[src/rtl/ibex_pkg.sv]
// Shared types for the instruction fetch request controller.
//   fetch_entry_t : one buffered fetch response {err, addr, rdata}
//   fetch_state_e : request FSM states
//   word_align()  : clear the byte offset of a fetch address
package ibex_pkg;

    localparam int unsigned FetchDepth = 3;
    localparam int unsigned XLen       = 32;

    typedef struct packed {
        logic            err;
        logic [XLen-1:0] addr;
        logic [XLen-1:0] rdata;
    } fetch_entry_t;

    typedef enum logic {
        FetchIdle = 1'b0,
        FetchReq  = 1'b1
    } fetch_state_e;

    function automatic logic [XLen-1:0] word_align(input logic [XLen-1:0] a);
        return {a[XLen-1:2], 2'b00};
    endfunction

endpackage

[src/rtl/ibex_fetch_fifo.sv]
// In-order response buffer for the fetch controller.
//   clk_i, rst_ni : clock, async active-low reset
//   flush_i       : empty the buffer (wins over push_i)
//   push_i/data_i : write one entry
//   pop_i         : drop the head entry
//   data_o        : head entry (valid when empty_o == 0)
//   empty_o       : buffer empty
//   count_o       : number of stored entries
module ibex_fetch_fifo
    import ibex_pkg::*;
#(
    parameter int unsigned Depth = FetchDepth,
    localparam int unsigned CntW = $clog2(Depth + 1),
    localparam int unsigned PtrW = ($clog2(Depth) > 0) ? $clog2(Depth) : 1
) (
    input  logic            clk_i,
    input  logic            rst_ni,
    input  logic            flush_i,
    input  logic            push_i,
    input  fetch_entry_t    data_i,
    input  logic            pop_i,
    output fetch_entry_t    data_o,
    output logic            empty_o,
    output logic [CntW-1:0] count_o
);

    fetch_entry_t    mem_q [Depth];
    logic [PtrW-1:0] rd_ptr_q;
    logic [PtrW-1:0] wr_ptr_q;
    logic [CntW-1:0] count_q;
    logic            do_push;
    logic            do_pop;
    logic            full;

    // Pointers wrap explicitly because Depth need not be a power of two.
    function automatic logic [PtrW-1:0] next_ptr(input logic [PtrW-1:0] p);
        return (p == PtrW'(Depth - 1)) ? '0 : p + PtrW'(1);
    endfunction

    assign full    = (count_q == CntW'(Depth));
    assign empty_o = (count_q == '0);
    assign do_pop  = pop_i & ~empty_o;
    assign do_push = push_i & (~full | do_pop);
    assign data_o  = mem_q[rd_ptr_q];
    assign count_o = count_q;

    // Storage, pointers and occupancy.
    always_ff @(posedge clk_i or negedge rst_ni) begin
        if (!rst_ni) begin
            for (int unsigned i = 0; i < Depth; i++) begin
                mem_q[i] <= '0;
            end
            rd_ptr_q <= '0;
            wr_ptr_q <= '0;
            count_q  <= '0;
        end else if (flush_i) begin
            rd_ptr_q <= '0;
            wr_ptr_q <= '0;
            count_q  <= '0;
        end else begin
            if (do_push) begin
                mem_q[wr_ptr_q] <= data_i;
                wr_ptr_q        <= next_ptr(wr_ptr_q);
            end
            if (do_pop) begin
                rd_ptr_q <= next_ptr(rd_ptr_q);
            end
            count_q <= count_q + CntW'(do_push) - CntW'(do_pop);
        end
    end

endmodule

[src/rtl/ibex_fetch_req_ctrl.sv]
// Instruction-side bus master feeding the IF/ID stage.
// Issues word-aligned requests while permitted, tracks outstanding bus
// transactions, drops responses made stale by a branch and buffers the
// rest in order for IF (valid_o/ready_i handshake).
// Ports:
//   clk_i, rst_ni                      clock, async active-low reset
//   req_i, branch_i, branch_addr_i     fetch permission and redirect
//   ready_i, valid_o, rdata_o, addr_o, err_o   IF/ID side
//   instr_req_o, instr_gnt_i, instr_addr_o     bus request channel
//   instr_rvalid_i, instr_rdata_i, instr_err_i bus response channel
//   busy_o                             request pending or in flight
//   perf_wait_cnt_o                    IF stall-cycle counter
// Optional feature macro: IBEX_FETCH_PERF_EN enables the saturating
// stall counter on perf_wait_cnt_o; otherwise it is tied to zero.
module ibex_fetch_req_ctrl
    import ibex_pkg::*;
#(
    parameter int unsigned Depth = FetchDepth
) (
    input  logic        clk_i,
    input  logic        rst_ni,
    input  logic        req_i,
    input  logic        branch_i,
    input  logic [31:0] branch_addr_i,
    input  logic        ready_i,
    output logic        valid_o,
    output logic [31:0] rdata_o,
    output logic [31:0] addr_o,
    output logic        err_o,
    output logic        instr_req_o,
    input  logic        instr_gnt_i,
    output logic [31:0] instr_addr_o,
    input  logic        instr_rvalid_i,
    input  logic [31:0] instr_rdata_i,
    input  logic        instr_err_i,
    output logic        busy_o,
    output logic [31:0] perf_wait_cnt_o
);

    localparam int unsigned CntW = $clog2(Depth + 1);
    localparam int unsigned SumW = CntW + 1;

    fetch_state_e    state_q, state_d;
    logic [31:0]     fetch_addr_q, fetch_addr_d;
    logic [31:0]     pend_addr_q, pend_addr_d;
    logic            pend_q, pend_d;
    logic [CntW-1:0] outstanding_q, outstanding_d;
    logic [CntW-1:0] discard_q, discard_d;
    logic [31:0]     rsp_addr_q, rsp_addr_d;
    logic            err_stop_q, err_stop_d;
    logic            fetch_en_q, fetch_en_d;

    logic [31:0]     target;
    logic            gnt_acc;
    logic            rsp_drop;
    logic            push_c;
    logic            push_ok;
    logic            pop;
    logic            issue_ok;
    logic [CntW-1:0] count_d;
    logic [SumW-1:0] slots_d;

    fetch_entry_t    push_entry;
    fetch_entry_t    head_entry;
    logic            fifo_empty;
    logic [CntW-1:0] fifo_count;

    assign target     = word_align(branch_addr_i);
    assign gnt_acc    = (state_q == FetchReq) & instr_gnt_i;
    assign rsp_drop   = (discard_q != '0);
    assign push_c     = instr_rvalid_i & ~rsp_drop;
    assign push_ok    = push_c & ~branch_i;
    assign valid_o    = ~fifo_empty & ~branch_i;
    assign pop        = valid_o & ready_i;
    assign push_entry = '{err: instr_err_i, addr: rsp_addr_q, rdata: instr_rdata_i};

    assign rdata_o      = head_entry.rdata;
    assign addr_o       = head_entry.addr;
    assign err_o        = head_entry.err;
    assign instr_req_o  = (state_q == FetchReq);
    assign instr_addr_o = fetch_addr_q;
    assign busy_o       = instr_req_o | (outstanding_q != '0);

    ibex_fetch_fifo #(
        .Depth (Depth)
    ) u_fifo (
        .clk_i   (clk_i),
        .rst_ni  (rst_ni),
        .flush_i (branch_i),
        .push_i  (push_c),
        .data_i  (push_entry),
        .pop_i   (pop),
        .data_o  (head_entry),
        .empty_o (fifo_empty),
        .count_o (fifo_count)
    );

    // Bookkeeping: occupancy, stale-response tracking, error stop, response address.
    always_comb begin
        outstanding_d = outstanding_q + CntW'(gnt_acc) - CntW'(instr_rvalid_i);
        count_d       = branch_i ? '0 : fifo_count + CntW'(push_ok) - CntW'(pop);
        slots_d       = SumW'(outstanding_d) + SumW'(count_d);
        fetch_en_d    = fetch_en_q | branch_i;

        err_stop_d = err_stop_q;
        if (branch_i) begin
            err_stop_d = 1'b0;
        end else if (push_ok & instr_err_i) begin
            err_stop_d = 1'b1;
        end

        issue_ok = fetch_en_d & req_i & ~err_stop_d & (slots_d < SumW'(Depth));

        // A request granted while a redirect is pending fetched the old stream.
        discard_d = discard_q;
        if (instr_rvalid_i & rsp_drop) begin
            discard_d = discard_d - CntW'(1);
        end
        if (gnt_acc & pend_q) begin
            discard_d = discard_d + CntW'(1);
        end
        if (branch_i) begin
            discard_d = outstanding_d;
        end

        rsp_addr_d = rsp_addr_q;
        if (branch_i) begin
            rsp_addr_d = target;
        end else if (push_ok) begin
            rsp_addr_d = rsp_addr_q + 32'd4;
        end
    end

    // Request FSM: next state and next fetch address.
    always_comb begin
        state_d      = state_q;
        fetch_addr_d = fetch_addr_q;
        pend_d       = pend_q;
        pend_addr_d  = pend_addr_q;

        unique case (state_q)
            FetchIdle: begin
                if (branch_i) begin
                    fetch_addr_d = target;
                end
                if (issue_ok) begin
                    state_d = FetchReq;
                end
            end
            FetchReq: begin
                if (gnt_acc) begin
                    pend_d = 1'b0;
                    if (branch_i) begin
                        fetch_addr_d = target;
                    end else if (pend_q) begin
                        fetch_addr_d = pend_addr_q;
                    end else begin
                        fetch_addr_d = fetch_addr_q + 32'd4;
                    end
                    state_d = issue_ok ? FetchReq : FetchIdle;
                end else if (branch_i) begin
                    // Address must stay stable until grant; remember the redirect.
                    pend_d      = 1'b1;
                    pend_addr_d = target;
                end
            end
            default: state_d = FetchIdle;
        endcase
    end

    // State registers.
    always_ff @(posedge clk_i or negedge rst_ni) begin
        if (!rst_ni) begin
            state_q       <= FetchIdle;
            fetch_addr_q  <= '0;
            pend_addr_q   <= '0;
            pend_q        <= 1'b0;
            outstanding_q <= '0;
            discard_q     <= '0;
            rsp_addr_q    <= '0;
            err_stop_q    <= 1'b0;
            fetch_en_q    <= 1'b0;
        end else begin
            state_q       <= state_d;
            fetch_addr_q  <= fetch_addr_d;
            pend_addr_q   <= pend_addr_d;
            pend_q        <= pend_d;
            outstanding_q <= outstanding_d;
            discard_q     <= discard_d;
            rsp_addr_q    <= rsp_addr_d;
            err_stop_q    <= err_stop_d;
            fetch_en_q    <= fetch_en_d;
        end
    end

`ifdef IBEX_FETCH_PERF_EN
    logic [31:0] perf_wait_q;

    // Saturating count of cycles where IF is ready but has nothing to take.
    always_ff @(posedge clk_i or negedge rst_ni) begin
        if (!rst_ni) begin
            perf_wait_q <= '0;
        end else if (ready_i & ~valid_o & (perf_wait_q != '1)) begin
            perf_wait_q <= perf_wait_q + 32'd1;
        end
    end

    assign perf_wait_cnt_o = perf_wait_q;
`else
    assign perf_wait_cnt_o = '0;
`endif

    // Every response must belong to a granted request.
    rvalid_has_outstanding: assert property (
        @(posedge clk_i) disable iff (!rst_ni) instr_rvalid_i |-> (outstanding_q != '0)
    );

endmodule

[config.mk]
export PLATFORM = sky130hd
export DESIGN_NAME = ibex_fetch_req_ctrl
export DESIGN_NICKNAME = d
export VERILOG_FILES = /design/src/rtl/ibex_pkg.sv /design/src/rtl/ibex_fetch_fifo.sv /design/src/rtl/ibex_fetch_req_ctrl.sv
export SDC_FILE = /design/constraint.sdc
export NUM_CORES = 1
export LEC_CHECK = 0
export CELL_PAD_IN_SITES_DETAIL_PLACEMENT = 0
export CELL_PAD_IN_SITES_GLOBAL_PLACEMENT = 1
export CORE_MARGIN = 2
export CORE_UTILIZATION = 48
export DETAILED_ROUTE_END_ITERATION = 8
export GPL_TIMING_DRIVEN = 0
export PLACE_DENSITY_LB_ADDON = 0.1
export SLEW_MARGIN = 25
export SYNTH_ARGS = -nofsm -noshare
export SYNTH_HDL_FRONTEND = slang
export SYNTH_HIERARCHICAL = 1
export SYNTH_SLANG_ARGS = --single-unit
[constraint.sdc]
create_clock -name clk_i -period 4.95 [get_ports clk_i]
set_input_delay 0.7425 -clock clk_i [delete_from_list [all_inputs] [get_ports clk_i]]
set_output_delay 0.7425 -clock clk_i [all_outputs]
set_load 0.05 [all_outputs]
==> Word level (Yosys, flattened, before mapping) <==
Index checks and enable logic that the tools add are counted.
{ "totals": {"ff_bits": 303, "input_bits": 72, "out_inout_bits": 132, "word_cells": 111} }
{ "classes": {"addsub": 13, "n_lt_le_gt_ge": 4, "n_eq_ne": 5, "mux": 31, "bitwise": 25, "reduce_logical": 12} }
{ "ops": {"columns": ["operator", "n"], "rows": [
  ["195-bit bitwise mux", 1],
  ["65-bit two-way mux", 3],
  ["32-bit two-way mux", 6],
  ["65-bit binary-select mux with 2-bit select", 1],
  ["65-bit demux with 2-bit select", 1],
  ["32-bit by 3-bit adder with 32-bit output (second input constant)", 2],
  ["32-bit one-hot mux with 2 select lines", 1],
  ["2-bit two-way mux", 11],
  ["1-bit bitwise AND", 13],
  ["2-bit nonzero test", 6],
  ["1-bit inverter", 7],
  ["2-bit by 1-bit adder with 2-bit output", 3],
  ["2-bit by 1-bit adder with 2-bit output (second input constant)", 3],
  ["2-bit equality test (second input constant)", 3],
  ["3-bit >= comparator (second input constant)", 2],
  ["1-bit two-way mux", 6],
  ["2-bit inverter with 3-bit output", 2],
  ["2-bit AND reduction", 3],
  ["2-bit by 1-bit subtractor with 2-bit output", 3],
  ["2-bit by 2-bit adder with 3-bit output", 1],
  ["3-bit by 1-bit less-than comparator with 1-bit output (second input constant)", 1],
  ["3-bit by 2-bit less-than comparator with 1-bit output (second input constant)", 1],
  ["1-bit bitwise OR", 3],
  ["3-bit AND reduction", 1],
  ["6 further kinds", 6]
]} }

==> Longest topological paths before layout <==
{ "logic_depth": {"word_depth": 13, "mapped_depth": 13, "depth_no_buf": 12} }

==> Cells and area by module <==
The synthesis kept the hierarchy.
{ "by_module_without_submodules": {"columns": ["module", "n_inst", "cells_each", "area_each_um2", "seq_area_each_um2"], "rows": [
  ["ibex_fetch_fifo", 1, 660, 9037.4, 5029.8],
  ["ibex_fetch_req_ctrl", 1, 606, 5854.4, 2452.4]
]} }

==> Least setup slack after synthesis <==
OpenSTA, ideal clock, no wires.
{ "synth_path": {"kind": "in2reg", "start": "input port branch_i", "end": "register state_q (netlist: instr_req_o)", "setup_time_ps": 131, "arrival_ps": 3434, "required_time_ps": 4819, "path_slack_ps": 1385, "stages": 13, "path_buffers": 2, "path_cell_list": "clkbuf_8 > clkbuf_8 > nor2_1 > and2_1 > ha_1 > inv_1 > ha_1 > nor2b_1 > ha_1 > inv_1 > fa_1 > o211ai_1 > o21ai_0"} }
{ "synth_via": {"elab_chain_cells": 11, "word_cells_on_any_way": 20, "classes_between": "add/sub: 3; order compare: 1; mux: 6; bitwise: 10"} }
{ "synth_lines": {"columns": ["item", "line_no", "rtl"], "rows": [
  ["start, declared", "ibex_fetch_req_ctrl.sv:23", "input logic branch_i,"],
  ["1-bit inverter (no line) (*)", null, null],
  ["1-bit bitwise AND (*)", "ibex_fetch_req_ctrl.sv:73", "assign valid_o = ~fifo_empty & ~branch_i;"],
  ["net valid_o", "ibex_fetch_req_ctrl.sv:26", "output logic valid_o,"],
  ["1-bit bitwise AND (*)", "ibex_fetch_req_ctrl.sv:74", "assign pop = valid_o & ready_i;"],
  ["net pop", "ibex_fetch_req_ctrl.sv:58", "logic pop;"],
  ["2-bit by 1-bit subtractor with 2-bit output (*)", "ibex_fetch_req_ctrl.sv:101", "count_d = branch_i ? '0 : fifo_count + CntW'(push_ok) - CntW'(pop);"],
  ["2-bit two-way mux (*)", "ibex_fetch_req_ctrl.sv:101", null],
  ["2-bit by 2-bit adder with 3-bit output (*)", "ibex_fetch_req_ctrl.sv:102", "slots_d = SumW'(outstanding_d) + SumW'(count_d);"],
  ["3-bit by 2-bit less-than comparator with 1-bit output (*)", "ibex_fetch_req_ctrl.sv:112", "issue_ok = fetch_en_d & req_i & ~err_stop_d & (slots_d < SumW'(Depth));"],
  ["1-bit bitwise AND (*)", "ibex_fetch_req_ctrl.sv:112", null],
  ["1-bit two-way mux (*)", "ibex_fetch_req_ctrl.sv:146, ibex_fetch_req_ctrl.sv:160", null],
  ["1-bit two-way mux", "ibex_fetch_req_ctrl.sv:151", "if (gnt_acc) begin"],
  ["1-bit one-hot mux with 2 select lines (*)", "ibex_fetch_req_ctrl.sv:141", "unique case (state_q)"],
  ["net state_d", "ibex_fetch_req_ctrl.sv:43", "fetch_state_e state_q, state_d;"],
  ["end signal, assigned", "ibex_fetch_req_ctrl.sv:174", "state_q <= FetchIdle;"],
  ["end signal, assigned", "ibex_fetch_req_ctrl.sv:184", "state_q <= state_d;"],
  ["end, declared", "ibex_fetch_req_ctrl.sv:43", null]
]} }
The timed path passes the listed nets; every way through them passes the cells marked *.
A chain may end at the register's enable or synchronous reset.

==> Worst setup path after layout <==
{ "layout_path": {"start": "register u_fifo.rd_ptr_q[0]", "end": "output port addr_o[9]"} }
{ "layout_via": {"elab_chain_cells": 4} }
{ "layout_lines": {"columns": ["item", "line_no", "rtl"], "rows": [
  ["start, declared", "ibex_fetch_fifo.sv:28", "logic [PtrW-1:0] rd_ptr_q;"],
  ["start signal, assigned", "ibex_fetch_fifo.sv:66", "rd_ptr_q <= next_ptr(rd_ptr_q);"],
  ["2-bit inverter with 3-bit output (not written as such)", "ibex_fetch_fifo.sv:44", "assign data_o = mem_q[rd_ptr_q];"],
  ["65-bit binary-select mux with 2-bit select", "ibex_fetch_fifo.sv:44", null],
  ["65-bit two-way mux (not written as such) (2 in a row)", "ibex_fetch_fifo.sv:44", null],
  ["end, declared", "ibex_fetch_req_ctrl.sv:28", "output logic [31:0] addr_o,"]
]} }
No other way between the ends. The select of a mux whose other input is x is not followed.

==> results.md <==
- Fin Clk Skew: approximately 0.012 ns
- Critical path's largest stage delay: slightly below 0.9 ns
- Critical Path Source Type: flip-flop
- Outcome: complete, no violations
- Post-CTS sizing: 0
- Async SR Flop Fraction: 100%
- Die area: around 32000 sq um
- Post-synthesis area per instance: between 10 and 15 sq um
- First-pass GRT wire length: between 50000 and 60000 microns
- Fin area: between 15000 and 20000 sq um
- Clock root buffer master: clkbuf_16
- Worst-path clk slew: approximately 0.05 ns
- Crit-path cells: buf_2, nor2b_1, buf_2, buf_2, nand2_1, o21ai_0, clkdlybuf4s50_1
- Area of the multi-input gates: 6730 sq um
- Buffers on Ports: about 170
- Crit-path most repeated cell: buf_2
- Setup CP Type: reg -> out
- Slew Limit Fails: 0
- Number of antenna violations at the first check in global routing: 0
- RD Place Congestion: 0.847
- Final #Nets: ~1600
- Vias in the first global route: 10605
- Routed WL: 36500 microns
- Area Overhead vs Synth: 24.5%
- DR pass1 iterations: 5
- Post-CTS Setup Inserts: 0
- Die width: around 180 microns
- Hold Buf Count CTS: 0
- Tightest Pin Transition: just over 0.9 ns
- Placed inst area: 17300 sq um
- Final ANT Viol Nets: 0
- Row cnt: 64
- Crit path depth: 7
- Die span in y: between 150 and 200 microns
- Worst hold path class: in -> async
- Synth warnings: 6
- Reg2reg setup slack: just over 2 ns
- Endpoints failing hold: 0
- RR Startpoint: discard_q[0]
- RSZ-0062 raised after global routing: no
- CP top delay family: buffers and inverters
- EDFF count, synth: 0
- Register area: between 7000 and 8000 sq um
- PwrDens: ~610 nW/um^2
- Starting Density: roughly half
- Seq cells post-synth: 299
- Most used flip-flop cell after synthesis: dfrtp_1
- 1st-iter DRT viols: about 510
- Pin count of the biggest net entering global routing: 85
- Peak VDD IR: between 0.0003 and 0.0004 V
- Total GRT Usage: between 20% and 30%
- Synth Instances: approximately 1300
- Rel. slew slack: 38.1%
- Max Cap Violations: 0
- Worst setup EP type: primary output
- Vias: 10314
- Placed insts: 1871
- List of most frequent post-synthesis cells: dfrtp_1 (299), mux2_2 (125), nand2_1 (125)
- DRC violations left: 0
- Clk Latency, worst-skew pair: approximately 0.50 ns
- Total CTS buffers: 35
- CTS max path bufs: 3
- Layout cells sized above 1: 21.5%
- Min Tclk post-route: slightly below 4 ns
- Fillcell total: between 2000 and 3000
- Worst setup path startpoint: u_fifo/rd_ptr_q[0]
- Register area share after synthesis: approximately half
- Critical Path Fanout Max: 10
- Core Footprint: around 30000 sq um
- Lkg Pwr: 8.26 nW
- Distinct cells, synth: a little over 60
- Worst Path Required: between 4 and 5 ns
- Ports: ~200
- Worst path buffer plus inverter count: 4
- Top cells by area, synth: dfrtp_1 (50%), mux2_2 (9.5%), mux2i_1 (4.7%)
- Most common cell in the netlist: dfrtp_1
- Grt ovf: 0
- Clk sinks: 299
- Post-DP HPWL: roughly 26000 microns
- Avg WL per Cell: approximately 19 microns
- N_diodes: 0
- Critical Path AT: approximately 3.2 ns
- Slowest-stage cell, CP: clkdlybuf4s50_1
- Mapped Area: 14900 sq um
- FF-to-FF End: instr_req_o
- Yosys top cell by area: dfrtp_1
- Part of the cycle the worst path needs: between 70% and 80%
- Finish-stage setup viols: 0
- Fin cells: 1930
- H-Tree Level Count: 2
- FF-to-FF path depth: 12
- CP endpoint: addr_o[9]
- Peak Freq: between 200 and 300 MHz
- Share of the synthesized area in the top cell type: between 50% and 60%
- CTS tree: done
- Via/cell ratio: roughly 5.3
==> metrics by stage <==
stage / hold slack, ns / setup slack (ns) / utilization [%] / setup TNS [ns] / power (mW)
2_1_floorplan: 0.437 / 1.38 / - / 0 / 7.17
3_3_place_gp: 0.451 / -10.07 / 56.2 / -3000.71 / 8.58
3_5_place_dp: 0.454 / 0.788 / 56.5 / 0 / 8.68
4_1_cts: 0.204 / 0.934 / 60.6 / 0 / 11.5
5_1_grt: 0.214 / 0.846 / 60.6 / 0 / 12.0
6_report: 0.177 / 1.02 / 60.6 / 0 / 11.4
==> cell type report <==
class	count	area share [%]
clock inverter	7	0.884
buffer	112	4.04
multi-input combinational	874	36.3
clock buffer	52	5.84
timing repair buffer	170	9.49
sequential	299	40.4
tap	396	2.67
inverter	20	0.405
==> sequential cells by signal, summed over array words and instances (netlist names), 2 cells and up <==
name and cells:
u_fifo/mem_q 195, u_fifo/count_o 2, discard_q 2, outstanding_q 2
rsp_addr_q 30, pend_addr_q 30, instr_addr_o 30, u_fifo/wr_ptr_q 2
u_fifo/rd_ptr_q 2
==> power by group <==
part,internal [mW],switching (mW),total (mW)
logic,1.91,2.69,4.59
registers,3.37,0.678,4.05
clock network,1.76,0.980,2.74
total,7.04,4.35,11.4
==> placed cells by master (no fill, tap or decap), types with 17 or more instances in the layout <==
master,Yosys,routed
inv_1,20,20
mux2_2,125,125
a221oi_1,17,17
o21ai_1,37,37
a21oi_1,18,18
o21ai_0,88,88
mux2i_1,70,70
buf_4,45,45
mux2_4,39,39
dfrtp_1,299,299
xnor2_1,38,38
nand2_1,125,125
nor2_1,48,48
clkbuf_1,23,28
xor2_1,23,23
mux2_1,62,62
nand3_1,25,25
buf_2,29,29
conb_1,1,40
clkbuf_16,0,37
clkdlybuf4s50_1,0,166
==> worst min-delay path by stage <==
stage / from / end / slack (ns) / cells past startpoint
6_report: rst_ni / u_fifo/mem_q[141] / 0.18 / 1
5_1_grt: rst_ni / u_fifo/mem_q[141] / 0.21 / 1
4_1_cts: rst_ni / u_fifo/mem_q[141] / 0.20 / 1
3_5_place_dp: fetch_en_q / fetch_en_q / 0.45 / 1
3_3_place_gp: fetch_en_q / fetch_en_q / 0.45 / 1
2_1_floorplan: fetch_en_q / fetch_en_q / 0.44 / 1
==> worst reg2reg max path, cell delays in order, from the launching register on <==
cell and delay, ns:
dfrtp_1 0.41, inv_1 0.09, ha_1 0.20, and2_1 0.15
clkbuf_1 0.38, and2_1 0.21, ha_1 0.25, nor2b_1 0.15
ha_1 0.19, inv_1 0.06, fa_1 0.41, o211ai_1 0.17
o21ai_0 0.11
==> per-layer routing <==
layer  part of all wire [%]  track usage, %
met1                     45            30.8
met2                     48            37.9
met3                    4.8            3.54
met4                    2.1            6.10
met5                      0               0
==> kinds of logic after synthesis <==
logic type                 count (synthesis)  share of synthesized area (%)
AOI/OAI and AO/OA                        184                           7.20
and+or+nand+nor                          282                           9.66
adders and majority gates                 11                          0.975
xor gates and xnor gates                  61                           3.59
other                                      1                         0.0252
muxes                                    296                           22.8
DFF                                      299                           50.2
buffers and inverters                    132                           5.53
No activity file was read; power rests on OpenSTA's default activity.
